<file path="src/rtl/uart_rx_word_if.sv">
// uart_rx_word bus: serial/tick/clear inputs and
// character/word result outputs of the receiver.
interface uart_rx_word_if #(
  parameter int SIZE_DATA      = 8,
  parameter int BYTES_PER_WORD = 4
);
  logic                                i_stick;
  logic                                i_rx_serial;
  logic                                i_clear;
  logic [SIZE_DATA-1:0]                o_rx_data;
  logic                                o_rx_valid;
  logic                                o_frame_err;
  logic [SIZE_DATA*BYTES_PER_WORD-1:0] o_word;
  logic                                o_word_valid;
  logic                                o_busy;

  modport slave (
    input  i_stick, i_rx_serial, i_clear,
    output o_rx_data, o_rx_valid, o_frame_err,
    output o_word, o_word_valid, o_busy
  );

  modport master (
    output i_stick, i_rx_serial, i_clear,
    input  o_rx_data, o_rx_valid, o_frame_err,
    input  o_word, o_word_valid, o_busy
  );
endinterface

</file>
<file path="src/rtl/uart_rx_word.sv">
// Oversampling UART receiver packing characters into LE words.
// Ports: i_clk, i_rst (async high), bus (slave): i_stick baud
// strobe, i_rx_serial line, i_clear partial-word clear;
// o_rx_data/o_rx_valid char, o_frame_err, o_word/o_word_valid,
// o_busy (FSM not idle).
module uart_rx_word #(
  parameter int SIZE_DATA      = 8,
  parameter int OVER_SAMPLE    = 16,
  parameter int BYTES_PER_WORD = 4
) (
  input  logic           i_clk,
  input  logic           i_rst,
  uart_rx_word_if.slave  bus
);
  localparam int CW = $clog2(OVER_SAMPLE);
  localparam int BW = (SIZE_DATA > 1) ? $clog2(SIZE_DATA) : 1;
  localparam int KW =
    (BYTES_PER_WORD > 1) ? $clog2(BYTES_PER_WORD) : 1;
  localparam int WW = SIZE_DATA * BYTES_PER_WORD;

  localparam logic [CW-1:0] HALF_END  = CW'(OVER_SAMPLE/2 - 1);
  localparam logic [CW-1:0] BIT_END   = CW'(OVER_SAMPLE - 1);
  localparam logic [BW-1:0] LAST_BIT  = BW'(SIZE_DATA - 1);
  localparam logic [KW-1:0] LAST_BYTE = KW'(BYTES_PER_WORD - 1);

  typedef enum logic [1:0] {IDLE, START, DATA, STOP} state_t;

  logic                 rx_meta, rx_s;
  state_t               state, state_n;
  logic [CW-1:0]        cnt, cnt_n;
  logic [BW-1:0]        bit_idx, bit_n;
  logic [SIZE_DATA-1:0] shreg, sh_n;
  logic                 good, ferr;
  logic [KW-1:0]        byte_idx;
  logic [WW-1:0]        word_buf, word_n;
  logic                 last_byte;

  always_ff @(posedge i_clk or posedge i_rst) begin
    if (i_rst) begin
      rx_meta <= 1'b1;
      rx_s    <= 1'b1;
    end else begin
      rx_meta <= bus.i_rx_serial;
      rx_s    <= rx_meta;
    end
  end

  always_ff @(posedge i_clk or posedge i_rst) begin
    if (i_rst) begin
      state   <= IDLE;
      cnt     <= '0;
      bit_idx <= '0;
      shreg   <= '0;
    end else begin
      state   <= state_n;
      cnt     <= cnt_n;
      bit_idx <= bit_n;
      shreg   <= sh_n;
    end
  end

  always_comb begin
    state_n = state;
    cnt_n   = cnt;
    bit_n   = bit_idx;
    sh_n    = shreg;
    good    = 1'b0;
    ferr    = 1'b0;
    if (bus.i_stick) begin
      unique case (state)
        IDLE: begin
          if (!rx_s) begin
            state_n = START;
            cnt_n   = '0;
          end
        end
        START: begin
          if (cnt == HALF_END) begin
            cnt_n   = '0;
            bit_n   = '0;
            state_n = rx_s ? IDLE : DATA;
          end else begin
            cnt_n = cnt + 1'b1;
          end
        end
        DATA: begin
          if (cnt == BIT_END) begin
            cnt_n = '0;
            sh_n  = {rx_s, shreg[SIZE_DATA-1:1]};
            if (bit_idx == LAST_BIT) begin
              bit_n   = '0;
              state_n = STOP;
            end else begin
              bit_n = bit_idx + 1'b1;
            end
          end else begin
            cnt_n = cnt + 1'b1;
          end
        end
        STOP: begin
          if (cnt == BIT_END) begin
            cnt_n   = '0;
            state_n = IDLE;
            good    = rx_s;
            ferr    = !rx_s;
          end else begin
            cnt_n = cnt + 1'b1;
          end
        end
        default: state_n = IDLE;
      endcase
    end
  end

  always_comb begin
    word_n = word_buf;
    word_n[int'(byte_idx)*SIZE_DATA +: SIZE_DATA] = shreg;
    last_byte = (byte_idx == LAST_BYTE);
  end

  always_ff @(posedge i_clk or posedge i_rst) begin
    if (i_rst) begin
      bus.o_rx_data    <= '0;
      bus.o_rx_valid   <= 1'b0;
      bus.o_frame_err  <= 1'b0;
      bus.o_word       <= '0;
      bus.o_word_valid <= 1'b0;
      bus.o_busy       <= 1'b0;
      byte_idx         <= '0;
      word_buf         <= '0;
    end else begin
      bus.o_rx_valid   <= good;
      bus.o_frame_err  <= ferr;
      bus.o_word_valid <= 1'b0;
      bus.o_busy       <= (state_n != IDLE);
      if (good)
        bus.o_rx_data <= shreg;
      // clear wins over both error resync and word completion
      if (bus.i_clear) begin
        byte_idx <= '0;
        word_buf <= '0;
      end else if (ferr) begin
        byte_idx <= '0;
      end else if (good) begin
        word_buf <= word_n;
        if (last_byte) begin
          bus.o_word       <= word_n;
          bus.o_word_valid <= 1'b1;
          byte_idx         <= '0;
        end else begin
          byte_idx <= byte_idx + 1'b1;
        end
      end
    end
  end
endmodule

</file>
<file path="src/flat_wrapper.sv">
// flat-port wrapper written by rule: the top's interface ports become plain ports
module uart_rx_word_flat 
#(
  parameter int SIZE_DATA      = 8,
  parameter int OVER_SAMPLE    = 16,
  parameter int BYTES_PER_WORD = 4
)
  (i_clk, i_rst, bus_i_stick, bus_i_rx_serial, bus_i_clear, bus_o_rx_data, bus_o_rx_valid, bus_o_frame_err, bus_o_word, bus_o_word_valid, bus_o_busy);
  uart_rx_word_if #(.SIZE_DATA(SIZE_DATA), .BYTES_PER_WORD(BYTES_PER_WORD)) bus_i ();
  input  logic i_clk;
  input  logic i_rst;
  input wire logic [$bits(bus_i.i_stick)-1:0] bus_i_stick;
  input wire logic [$bits(bus_i.i_rx_serial)-1:0] bus_i_rx_serial;
  input wire logic [$bits(bus_i.i_clear)-1:0] bus_i_clear;
  output wire logic [$bits(bus_i.o_rx_data)-1:0] bus_o_rx_data;
  output wire logic [$bits(bus_i.o_rx_valid)-1:0] bus_o_rx_valid;
  output wire logic [$bits(bus_i.o_frame_err)-1:0] bus_o_frame_err;
  output wire logic [$bits(bus_i.o_word)-1:0] bus_o_word;
  output wire logic [$bits(bus_i.o_word_valid)-1:0] bus_o_word_valid;
  output wire logic [$bits(bus_i.o_busy)-1:0] bus_o_busy;
  assign bus_i.i_stick = bus_i_stick;
  assign bus_i.i_rx_serial = bus_i_rx_serial;
  assign bus_i.i_clear = bus_i_clear;
  assign bus_o_rx_data = bus_i.o_rx_data;
  assign bus_o_rx_valid = bus_i.o_rx_valid;
  assign bus_o_frame_err = bus_i.o_frame_err;
  assign bus_o_word = bus_i.o_word;
  assign bus_o_word_valid = bus_i.o_word_valid;
  assign bus_o_busy = bus_i.o_busy;
  uart_rx_word #(.SIZE_DATA(SIZE_DATA), .OVER_SAMPLE(OVER_SAMPLE), .BYTES_PER_WORD(BYTES_PER_WORD)) u_core (.i_clk(i_clk), .i_rst(i_rst), .bus(bus_i));
endmodule
</file>
<file path="config.mk">
export PLATFORM = sky130hd
export DESIGN_NAME = uart_rx_word_flat
export DESIGN_NICKNAME = d
export VERILOG_FILES = /design/src/rtl/uart_rx_word_if.sv /design/src/rtl/uart_rx_word.sv /design/src/flat_wrapper.sv
export SDC_FILE = /design/constraint.sdc
export NUM_CORES = 1
export LEC_CHECK = 0
export ABC_AREA = 1
export CAP_MARGIN = 30
export CORE_MARGIN = 2
export CORE_UTILIZATION = 56
export CTS_CLUSTER_SIZE = 20
export DETAILED_ROUTE_END_ITERATION = 8
export PLACE_DENSITY_LB_ADDON = 0.08
export SETUP_SLACK_MARGIN = 0.15
export SLEW_MARGIN = 20
export SYNTH_ARGS = -nofsm -noshare
export SYNTH_HDL_FRONTEND = slang
export SYNTH_SLANG_ARGS = --single-unit
</file>
<file path="constraint.sdc">
create_clock -name i_clk -period 4 [get_ports i_clk]
set_input_delay 0.8 -clock i_clk [delete_from_list [all_inputs] [get_ports i_clk]]
set_output_delay 0.8 -clock i_clk [all_outputs]
set_load 0.1 [all_outputs]
</file>
; Word level (Yosys, flattened, before mapping)
; Index checks and enable logic that the tools add are counted.
[classes]
n_addsub = 4
eq_ne = 11
n_shift = 2
mux = 34
bitwise = 2
reduce_logical = 12
[op_table]
columns = operator, count
row1 = $mux W32, 3
row2 = $neg A5 Y33, 1
row3 = $shift A8 B33 Y32 const A, 1
row4 = $shiftx A8 B33 Y32, 1
row5 = $bwmux W32, 1
row6 = $mux W2, 11
row7 = $mux W4, 3
row8 = $pmux W4 S3, 1
row9 = $mux W1, 10
row10 = $mux W3, 3
row11 = $pmux W2 S4, 1
row12 = $reduce_and A4 Y1, 2
row13 = $eq A2 B2 Y1 const B, 3
row14 = $pmux W3 S2, 1
row15 = $reduce_bool A2 Y1, 3
row16 = $add A4 B1 Y4 const B, 1
row17 = $eq A4 B3 Y1 const B, 1
row18 = $eq A4 B4 Y1 const B, 1
row19 = $ne A2 B1 Y1 const B, 2
row20 = $ne A2 B2 Y1 const B, 2
row21 = $reduce_and A2 Y1, 2
row22 = $add A3 B1 Y3 const B, 1
row23 = $eq A3 B3 Y1 const B, 1
row24 = $reduce_and A3 Y1, 1
row25 = 7 further kinds, 8
[totals]
register_bits = 97
inputBits = 5
output_inout_bits = 44
word_cells = 79

; Depth between registers and ports, before layout
; Gate-level depths: netlist of run 1.
[logic_depth]
word_depth = 7
depth_mapped = 9
depth_no_buf = 8

; Least setup slack after synthesis of run 1
; No wires, ideal clock.
[synth_path]
kind = reg-to-reg
start = register u_core.byte_idx[0]
end = register u_core.word_buf[5]
setup_time_ps = 126
arrival_ps = 1762
t_required_ps = 3874
path_slack_ps = 2112
stages_incl_launch_ff = 9
n_path_buf = 2
period_less_slack_ps = 1888
path_cell_list = dfrtp_1 -> clkinv_1 -> ha_1 -> buf_2 -> inv_1 -> buf_2 -> nor3_1 -> a22oi_1 -> o21ai_1
[synth_between]
elab_chain_len = 6
word_cells_on_any_way = 7
classes_between = add/sub (1) / shift (2) / mux (4)
[synth_rtl]
columns = item, line_no
row1 = "start, declared", uart_rx_word.sv:34  ; logic [KW-1:0] byte_idx;
row2 = "start signal, assigned", uart_rx_word.sv:151  ; byte_idx <= byte_idx + 1'b1;
row3 = $neg A5 Y33 (*), uart_rx_word.sv:117  ; word_n[int'(byte_idx)*SIZE_DATA +: SIZE_DATA] = shreg;
row4 = $shiftx A8 B33 Y32 / $shift A8 B33 Y32 (equally long branches), uart_rx_word.sv:117
row5 = $bwmux W32 (*), uart_rx_word.sv:117
row6 = $mux W32 (*), uart_rx_word.sv:144  ; end else if (good) begin
row7 = $mux W32 (*), uart_rx_word.sv:142  ; end else if (ferr) begin
row8 = $mux W32 (*), uart_rx_word.sv:139  ; if (bus.i_clear) begin
row9 = "end signal, assigned", uart_rx_word.sv:145  ; word_buf <= word_n;
row10 = "end, declared", uart_rx_word.sv:35  ; logic [WW-1:0] word_buf, word_n;
; Every way passes the cells marked *; elsewhere a longest branch is shown, timed or not. The select of a mux whose other input is x is not followed.
; A chain may end at the register's enable or synchronous reset.

; Final worst setup path of run 1
[layout_path]
start = register u_core.bus.o_word[31]
end = output bus_o_word[31]
[layout_rtl]
columns = item, line_no
row1 = "start, declared", uart_rx_word_if.sv:20  ; output o_word, o_word_valid, o_busy
row2 = "start signal, assigned", uart_rx_word.sv:147  ; bus.o_word <= word_n;
row3 = "end, declared", flat_wrapper.sv:18  ; output wire logic [$bits(bus_i.o_word)-1:0] bus_o_word;
; No word-level cell between the ends.

==> results of run 1 <==
==> layer usage <==
| metal | vias to the layer above | GRT usage (%) |
|---|---|---|
| met3 | 15 | 4.15 |
| met5 | - | 0 |
| met1 | 1583 | 33.9 |
| li1 | 1622 | - |
| met2 | 88 | 32.4 |
| met4 | 0 | 6.99 |
==> final cells by class <==
cell class / count / area (sq um)
fill: 625 / 2550
sequential: 97 / 2430
multi-input combinational: 293 / 1680
timing repair buffer: 50 / 520
inverter: 44 / 166
clock buffer: 10 / 128
tap: 102 / 128
clock inverter: 6 / 92.6
==> cells by family (layout without fill, tap and decap cells) <==
kind of cell / Yosys count / after routing / synth area share, %
buffers and inverters: 63 / 110 / 7.03
xor gates and xnor gates: 1 / 1 / 0.198
AOI/OAI and AO/OA: 124 / 124 / 18.7
and+or+nand+nor: 153 / 153 / 14.8
DFF: 97 / 97 / 55.0
adders and majority gates: 14 / 14 / 3.97
muxes: 1 / 1 / 0.227
==> synth_stat cells, drive strengths merged <==
master / n
a21oi: 3
a22oi: 24
a41oi: 8
buf: 14
clkbuf: 5
clkinv: 2
dfrtp: 95
dfstp: 2
ha: 14
inv: 42
mux2i: 1
nand2: 101
nand3: 10
nand4: 2
nor2: 22
nor3: 18
o21ai: 80
o22ai: 9
xor2: 1
==> where the power goes <==
group	internal, mW	switching, mW	total [mW]	leakage (nW)
Combinational	0.0616	0.146	0.208	0.802
Clock	0.355	0.337	0.691	0.103
Sequential	1.00	0.0187	1.02	1.34
Total	1.42	0.502	1.92	2.25
==> flip-flops by register name (all words and copies together), names as in the netlist <==
register / flops
u_core.bus.o_word_valid: 1
u_core.word_buf: 32
u_core.bit_idx: 3
u_core.state: 2
u_core.bus.o_word: 32
u_core.rx_s: 1
u_core.bus.o_rx_valid: 1
u_core.cnt: 4
u_core.shreg: 8
u_core.bus.o_busy: 1
u_core.bus.o_rx_data: 8
u_core.byte_idx: 2
u_core.rx_meta: 1
u_core.bus.o_frame_err: 1
==> final timing paths <==
path	start	end	slack (ns)	cells after the start
worst max-delay path	u_core.bus.o_word[31]$_DFFE_PP0P_	bus_o_word[31]	1.33	1
worst min-delay path	u_core.rx_meta$_DFF_PP1_	u_core.rx_s$_DFF_PP1_	0.36	0
worst max register to register	u_core.byte_idx[0]$_DFFE_PP0P_	u_core.word_buf[17]$_DFFE_PP0P_	1.67	6
worst min register to register	u_core.rx_meta$_DFF_PP1_	u_core.rx_s$_DFF_PP1_	0.36	0
max in group asynchronous	i_rst	u_core.rx_meta$_DFF_PP1_	2.82	3
min in group asynchronous	i_rst	u_core.bus.o_word[21]$_DFFE_PP0P_	0.64	2
==> through the flow <==
stage          setup slack [ns]  cell area (sq um)  cells
4_1_cts                    1.31               5120    601
3_5_place_dp               1.10               4900    585
3_3_place_gp               1.17               4900    585
5_1_grt                    1.24               5140    602
2_1_floorplan             0.670               4420    453
6_report                   1.33               5140    602
==> impl_metrics.tcl, run 1 <==
set metrics [dict create \
    cts_hold_repair.buffers 0 \
    met3WireLength_um 422 \
    end_kind "primary output" \
    critPathArrivalTime_ns 1.87 \
    synthCells 453 \
    yosysTopAreaCell "dfrtp_1" \
    synthesis.area_sq_um 4420 \
    antenna_found_initial 0 \
    slowest_delay_ns 1.14 \
    power_density_nw_per_um2 374 \
    layout_common_cells "nand2_1, dfrtp_1, clkdlybuf4s50_1" \
    clock_sinks 97 \
    portBuffers 48 \
    fin_util_pct 66.9 \
    min_period_over_period_pct 66.8 \
    io_pins 49 \
    cts_max_level 3 \
    yosysSeqAreaShare_pct 55.0 \
    skew_ns 0.00869 \
    rows 32 \
    nets 514 \
    start_util_pct 57.4 \
    yosys.area.top_type_share_pct 53.8 \
    avgSynthCellArea_sq_um 9.75 \
    post_cts_resized 0 \
    globalRouteTotalUtil_pct 22.3 \
    leakage_nw 2.25 \
    cts.path.max_buffers 2 \
    antenna_cells 0 \
    cp_top_family "buffers and inverters" \
    area_growth_pct 16.4 \
    die_h_um 92.8 \
    slew_violations 0 \
    wirelength_mm 8.90 \
    peakVddDrop_v 0.000315 \
    rsz0062_at_grt "no" \
    drtIter0Drc 227 \
    worstHoldPathType "flop to flop" \
    viasPerCell 5.50 \
    crit_chain "clkdlybuf4s50_1" \
    finalHoldViolCount 0 \
    first_global_vias 3111 \
    p_total_mw 1.92 \
    timing.critical_path.buf_inv 1 \
    grt_max_degree 64 \
    drive_gt1_share_pct 11.4 \
    ant_nets 0 \
    syn_nets 472 \
    numCtsBuffers 9 \
    path_class "flop to primary output" \
    min_period_ns 2.67 \
    maxCapViolCount 0 \
    grt_pass1_wl_mm 15.0 \
    wl_met1_mm 4.22 \
    die_area_sq_um 8610 \
    layout_commonest_cell "nand2_1" \
    grt-ovfl-total 0 \
    status "completed" \
    synth_seq_cells 97 \
    holdWs_ns 0.360 \
    critPathMaxFanout 2 \
    relSlewSlack_pct 34.8 \
    post_cts_buffers 0 \
    start_kind "flop" \
    vias 3308 \
    cp_slowest_cell "clkdlybuf4s50_1" \
    setup_violations 0 \
    synth-warning-count 0 \
    required_ns 3.20 \
    die_x_um 92.8 \
    gp_congestion 0.885 \
    clk_pin_slew_ns 0.09 \
    drt_pass1_iterations 5 \
    wl_met2_mm 4.13 \
    tightest_slew_ns 0.975 \
    insertion_delay_ns 0.35 \
    core_area_sq_um 7690 \
    cts_root_buf "clkbuf_8" \
    drc 0 \
    hpwl_mm 5.88 \
    fmax_mhz 374 \
    ys_types 27 \
    setup_tns_ns 0 \
    maxUsedRoutingLayer "met4" \
    synth_area_leaders "dfrtp_1, nand2_1, o21ai_2" \
    wl_per_cell_um 14.8 \
    cts_tree "done" \
]
Power figures use the tool's default switching activity.
==> run 2, diff against run 1 <==
Clock period 4 ns to 2.74 ns, I/O delays scaled along.
==> impl_metrics.tcl, run 2 (synthesis results as in run 1) <==
set metrics [dict create \
    status "completed" \
    layout_commonest_cell "nand2_1" \
    cts_tree "done" \
    io_pins 49 \
    holdWs_ns 0.361 \
    portBuffers 48 \
    start_util_pct 57.4 \
    drt_pass1_iterations 5 \
    vias 3298 \
    wirelength_mm 8.88 \
    area_growth_pct 13.3 \
    nets 517 \
    crit_chain "clkinv_1 -> ha_1 -> inv_1 -> nor2_1 -> a41oi_1 -> o22ai_1" \
    setup_violations 0 \
    drc 0 \
    post_cts_resized 0 \
    setup_tns_ns 0 \
    grt_pass1_wl_mm 15.1 \
    cts.path.max_buffers 2 \
    layout_common_cells "nand2_1, dfrtp_1, buf_4" \
    die_h_um 92.8 \
    insertion_delay_ns 0.37 \
    core_area_sq_um 7690 \
    multiInputGateArea_sq_um 1680 \
    start_kind "flop" \
    cp_slowest_cell "dfrtp_1" \
    place_area_sq_um 4830 \
    slew_violations 0 \
    leakage_nw 2.33 \
    worstSetupStartpoint "u_core.byte_idx[0]$_DFFE_PP0P_" \
    viasPerCell 5.46 \
    maxCapViolCount 0 \
    post_cts_buffers 0 \
    final_cell_count_no_fill 604 \
    path_class "flop to flop" \
    skew_ns 0.00716 \
    rsz0062_at_grt "no" \
    r2r_start "u_core.byte_idx[0]$_DFFE_PP0P_" \
    slowest_delay_ns 0.49 \
    reg.largest.list "u_core.bus.o_word x32, u_core.word_buf x32" \
    peakVddDrop_v 0.000374 \
    wl_per_cell_um 14.7 \
    relSlewSlack_pct 58.9 \
    cts_root_buf "clkbuf_8" \
    min_period_ns 2.34 \
    required_ns 3.02 \
    critPathMaxFanout 11 \
    fmax_mhz 427 \
    min_from "u_core.rx_meta$_DFF_PP1_" \
    p_total_mw 2.63 \
    rows 32 \
    power_density_nw_per_um2 525 \
    grt_max_degree 51 \
    ant_nets 0 \
    dp.cells 589 \
    die_area_sq_um 8610 \
    finalHoldViolCount 0 \
    die_x_um 92.8 \
    drive_gt1_share_pct 20.7 \
    min_period_over_period_pct 85.5 \
    grt-ovfl-total 0 \
    end_kind "flop" \
    gp_congestion 0.883 \
    worstHoldPathType "flop to flop" \
    globalRouteTotalUtil_pct 22.5 \
    cts_hold_repair.buffers 0 \
    num-fill-cells 664 \
    critPathArrivalTime_ns 2.63 \
    cts_max_level 3 \
    antenna_cells 0 \
    first_global_vias 3085 \
    tightest_slew_ns 0.616 \
    design_area_sq_um 5000 \
    drtIter0Drc 283 \
    clk_pin_slew_ns 0.09 \
    clock_sinks 97 \
    seq_area_sq_um 2430 \
    antenna_found_initial 0 \
    hpwl_mm 6.08 \
    numCtsBuffers 9 \
]
-- run 2: cell count changes in the layout (fill, tap and decap cells not counted) --
cell | previous run | this run
clkinv_2 | 1 | 2
buf_4 | 0 | 47
bufinv_16 | 2 | 0
clkdlybuf4s50_1 | 48 | 4
clkinv_4 | 2 | 0
clkinvlp_4 | 2 | 4
clkbuf_8 | 9 | 10
clkbuf_1 | 1 | 0
-- run 2: final timing paths --
path / end / slack [ns] / cells after the start
worst max-delay path: u_core.word_buf[16]$_DFFE_PP0P_ / 0.40 / 6
worst min-delay path: u_core.rx_s$_DFF_PP1_ / 0.36 / 0
worst max register to register: u_core.word_buf[16]$_DFFE_PP0P_ / 0.40 / 6
worst min register to register: u_core.rx_s$_DFF_PP1_ / 0.36 / 0
max in group asynchronous: u_core.word_buf[2]$_DFFE_PP0P_ / 1.60 / 3
min in group asynchronous: u_core.word_buf[22]$_DFFE_PP0P_ / 0.70 / 3
-- run 2: through the flow --
step | setup slack [ns] | utilization [%]
after detailed placement | 0.313 | 62.9
after global placement | 0.363 | 62.9
after floorplan | 0.852 | -
final | 0.398 | 65.1
after global routing | 0.185 | 65.1
after CTS | 0.417 | 65.1
-- run 2: cell type report --
cell class	instances	share of cell area (%)
Tap cell	102	2.55
Clock buffer	10	2.75
Clock inverter	5	0.650
Sequential cell	97	48.5
Multi-Input combinational cell	293	33.5
Timing Repair Buffer	53	8.65
Inverter	44	3.38
-- run 2: critical path: cells and delay by family (launching register included) --
family          cells  cell delay (ns)
buf+inv             2             0.40
fa+ha+maj           1             0.46
flops               1             0.49
compound gates      2             0.46
simple gates        1             0.45
-- run 2: per-layer routing --
layer | global-route usage (%) | up-vias | part of all wire (%)
li1 | - | 1629 | -
met1 | 34.2 | 1559 | 49
met2 | 32.1 | 93 | 44
met3 | 3.50 | 17 | 5.1
met4 | 9.56 | 0 | 2.3
met5 | 0 | - | 0
-- run 2: power breakdown --
part	switching [mW]	internal (mW)	total [mW]	leakage [nW]
Combinational	0.212	0.0855	0.298	0.905
Clock	0.490	0.346	0.837	0.0802
Sequential	0.0275	1.47	1.49	1.34
==> run 3, diff against run 2 <==
--- a/constraint.sdc
+++ b/constraint.sdc
@@ -3,2 +3,2 @@
 set_output_delay 0.548 -clock i_clk [all_outputs]
-set_load 0.1 [all_outputs]
+set_load 0.01 [all_outputs]
==> impl_metrics.tcl, run 3 (synthesis results as in run 1) <==
set metrics [dict create \
    setup_tns_ns 0 \
    design_area_sq_um 5130 \
    critPathMaxFanout 11 \
    die_h_um 92.8 \
    clock_sinks 97 \
    skew_ns 0.00779 \
    portBuffers 48 \
    clk_pin_slew_ns 0.09 \
    wirelength_mm 9.01 \
    drt_pass1_iterations 4 \
    grt-ovfl-total 0 \
    fmax_mhz 427 \
    place_area_sq_um 4950 \
    core_area_sq_um 7690 \
    drive_gt1_share_pct 11.6 \
    reg.largest.list "u_core.bus.o_word x32, u_core.word_buf x32" \
    gp_congestion 0.828 \
    relSlewSlack_pct 58.6 \
    path_class "flop to flop" \
    globalRouteTotalUtil_pct 22.7 \
    first_global_vias 3189 \
    wl_per_cell_um 14.9 \
    cts_root_buf "clkbuf_8" \
    drc 0 \
    start_kind "flop" \
    finalHoldViolCount 0 \
    cts_max_level 3 \
    vias 3256 \
    worstHoldPathType "flop to flop" \
    rows 32 \
    post_cts_buffers 0 \
    p_total_mw 2.65 \
    min_period_over_period_pct 85.5 \
    maxCapViolCount 0 \
    die_area_sq_um 8610 \
    viasPerCell 5.40 \
    layout_commonest_cell "nand2_1" \
    start_util_pct 57.4 \
    tightest_slew_ns 0.619 \
    layout_common_cells "nand2_1, dfrtp_1, clkdlybuf4s50_1" \
    hpwl_mm 6.02 \
    power_density_nw_per_um2 516 \
    cts_hold_repair.buffers 0 \
    dp.cells 588 \
    cts.path.max_buffers 2 \
    peakVddDrop_v 0.000241 \
    fin_util_pct 66.8 \
    critPathArrivalTime_ns 2.61 \
    rsz0062_at_grt "no" \
    drtIter0Drc 234 \
    grt_pass1_wl_mm 15.4 \
    end_kind "flop" \
    die_x_um 92.8 \
    cts_tree "done" \
    post_cts_resized 0 \
    ant_nets 0 \
    antenna_cells 0 \
    numCtsBuffers 9 \
    insertion_delay_ns 0.35 \
    io_pins 49 \
    leakage_nw 2.24 \
    setup_violations 0 \
    final_cell_count_no_fill 603 \
    num-fill-cells 610 \
    min_period_ns 2.34 \
    grt_max_degree 98 \
    nets 516 \
    slew_violations 0 \
    area_growth_pct 16.3 \
    antenna_found_initial 0 \
    required_ns 3.00 \
    status "completed" \
]
==> run 3: metal layers <==
metal	share of wire, %	vias up	track usage, %
li1	-	1631	-
met2	46	76	33.8
met3	3.3	14	3.25
met4	1.5	0	7.97
met5	0	-	0
met1	49	1535	34.3
==> run 3: path summary, 6_finish.rpt <==
kind                                           startpoint                                end  slack [ns]  depth (start not counted)
min in group asynchronous                           i_rst  u_core.bus.o_word[22]$_DFFE_PP0P_        0.68                          3
max in group asynchronous                           i_rst           u_core.rx_meta$_DFF_PP1_        1.67                          3
max                        u_core.byte_idx[0]$_DFFE_PP0P_    u_core.word_buf[16]$_DFFE_PP0P_        0.40                          6
min                              u_core.rx_meta$_DFF_PP1_              u_core.rx_s$_DFF_PP1_        0.36                          0
min reg2reg                      u_core.rx_meta$_DFF_PP1_              u_core.rx_s$_DFF_PP1_        0.36                          0
max reg2reg                u_core.byte_idx[0]$_DFFE_PP0P_    u_core.word_buf[16]$_DFFE_PP0P_        0.40                          6
==> run 3: layout make-up <==
| cell class | instances | area [sq um] | area share [%] |
|---|---|---|---|
| Sequential cell | 97 | 2430 | 47.3 |
| Multi-Input combinational cell | 293 | 1680 | 32.6 |
| Timing Repair Buffer | 52 | 548 | 10.7 |
| Inverter | 44 | 169 | 3.29 |
| Clock buffer | 10 | 128 | 2.49 |
| Tap cell | 102 | 128 | 2.49 |
| Clock inverter | 5 | 57.6 | 1.12 |
==> run 3: worst max-delay path, cell delays in order, from the launching register on <==
cell and delay (ns):
dfrtp_1 0.49, clkinv_1 0.32, ha_1 0.45, inv_1 0.07, nor2_1 0.44, a41oi_1 0.29
o22ai_1 0.18
==> run 3: power breakdown <==
part	leakage (nW)	switching [mW]	total (mW)	internal [mW]
Sequential	1.34	0.0291	1.49	1.47
Combinational	0.815	0.163	0.252	0.0897
Clock	0.0844	0.485	0.901	0.416
==> run 3: stage by stage <==
step | hold WS, ns | setup WS [ns]
2_1_floorplan | 0.345 | 0.852
3_3_place_gp | 0.347 | 0.366
3_5_place_dp | 0.347 | 0.276
4_1_cts | 0.361 | 0.441
5_1_grt | 0.370 | 0.198
6_report | 0.360 | 0.398
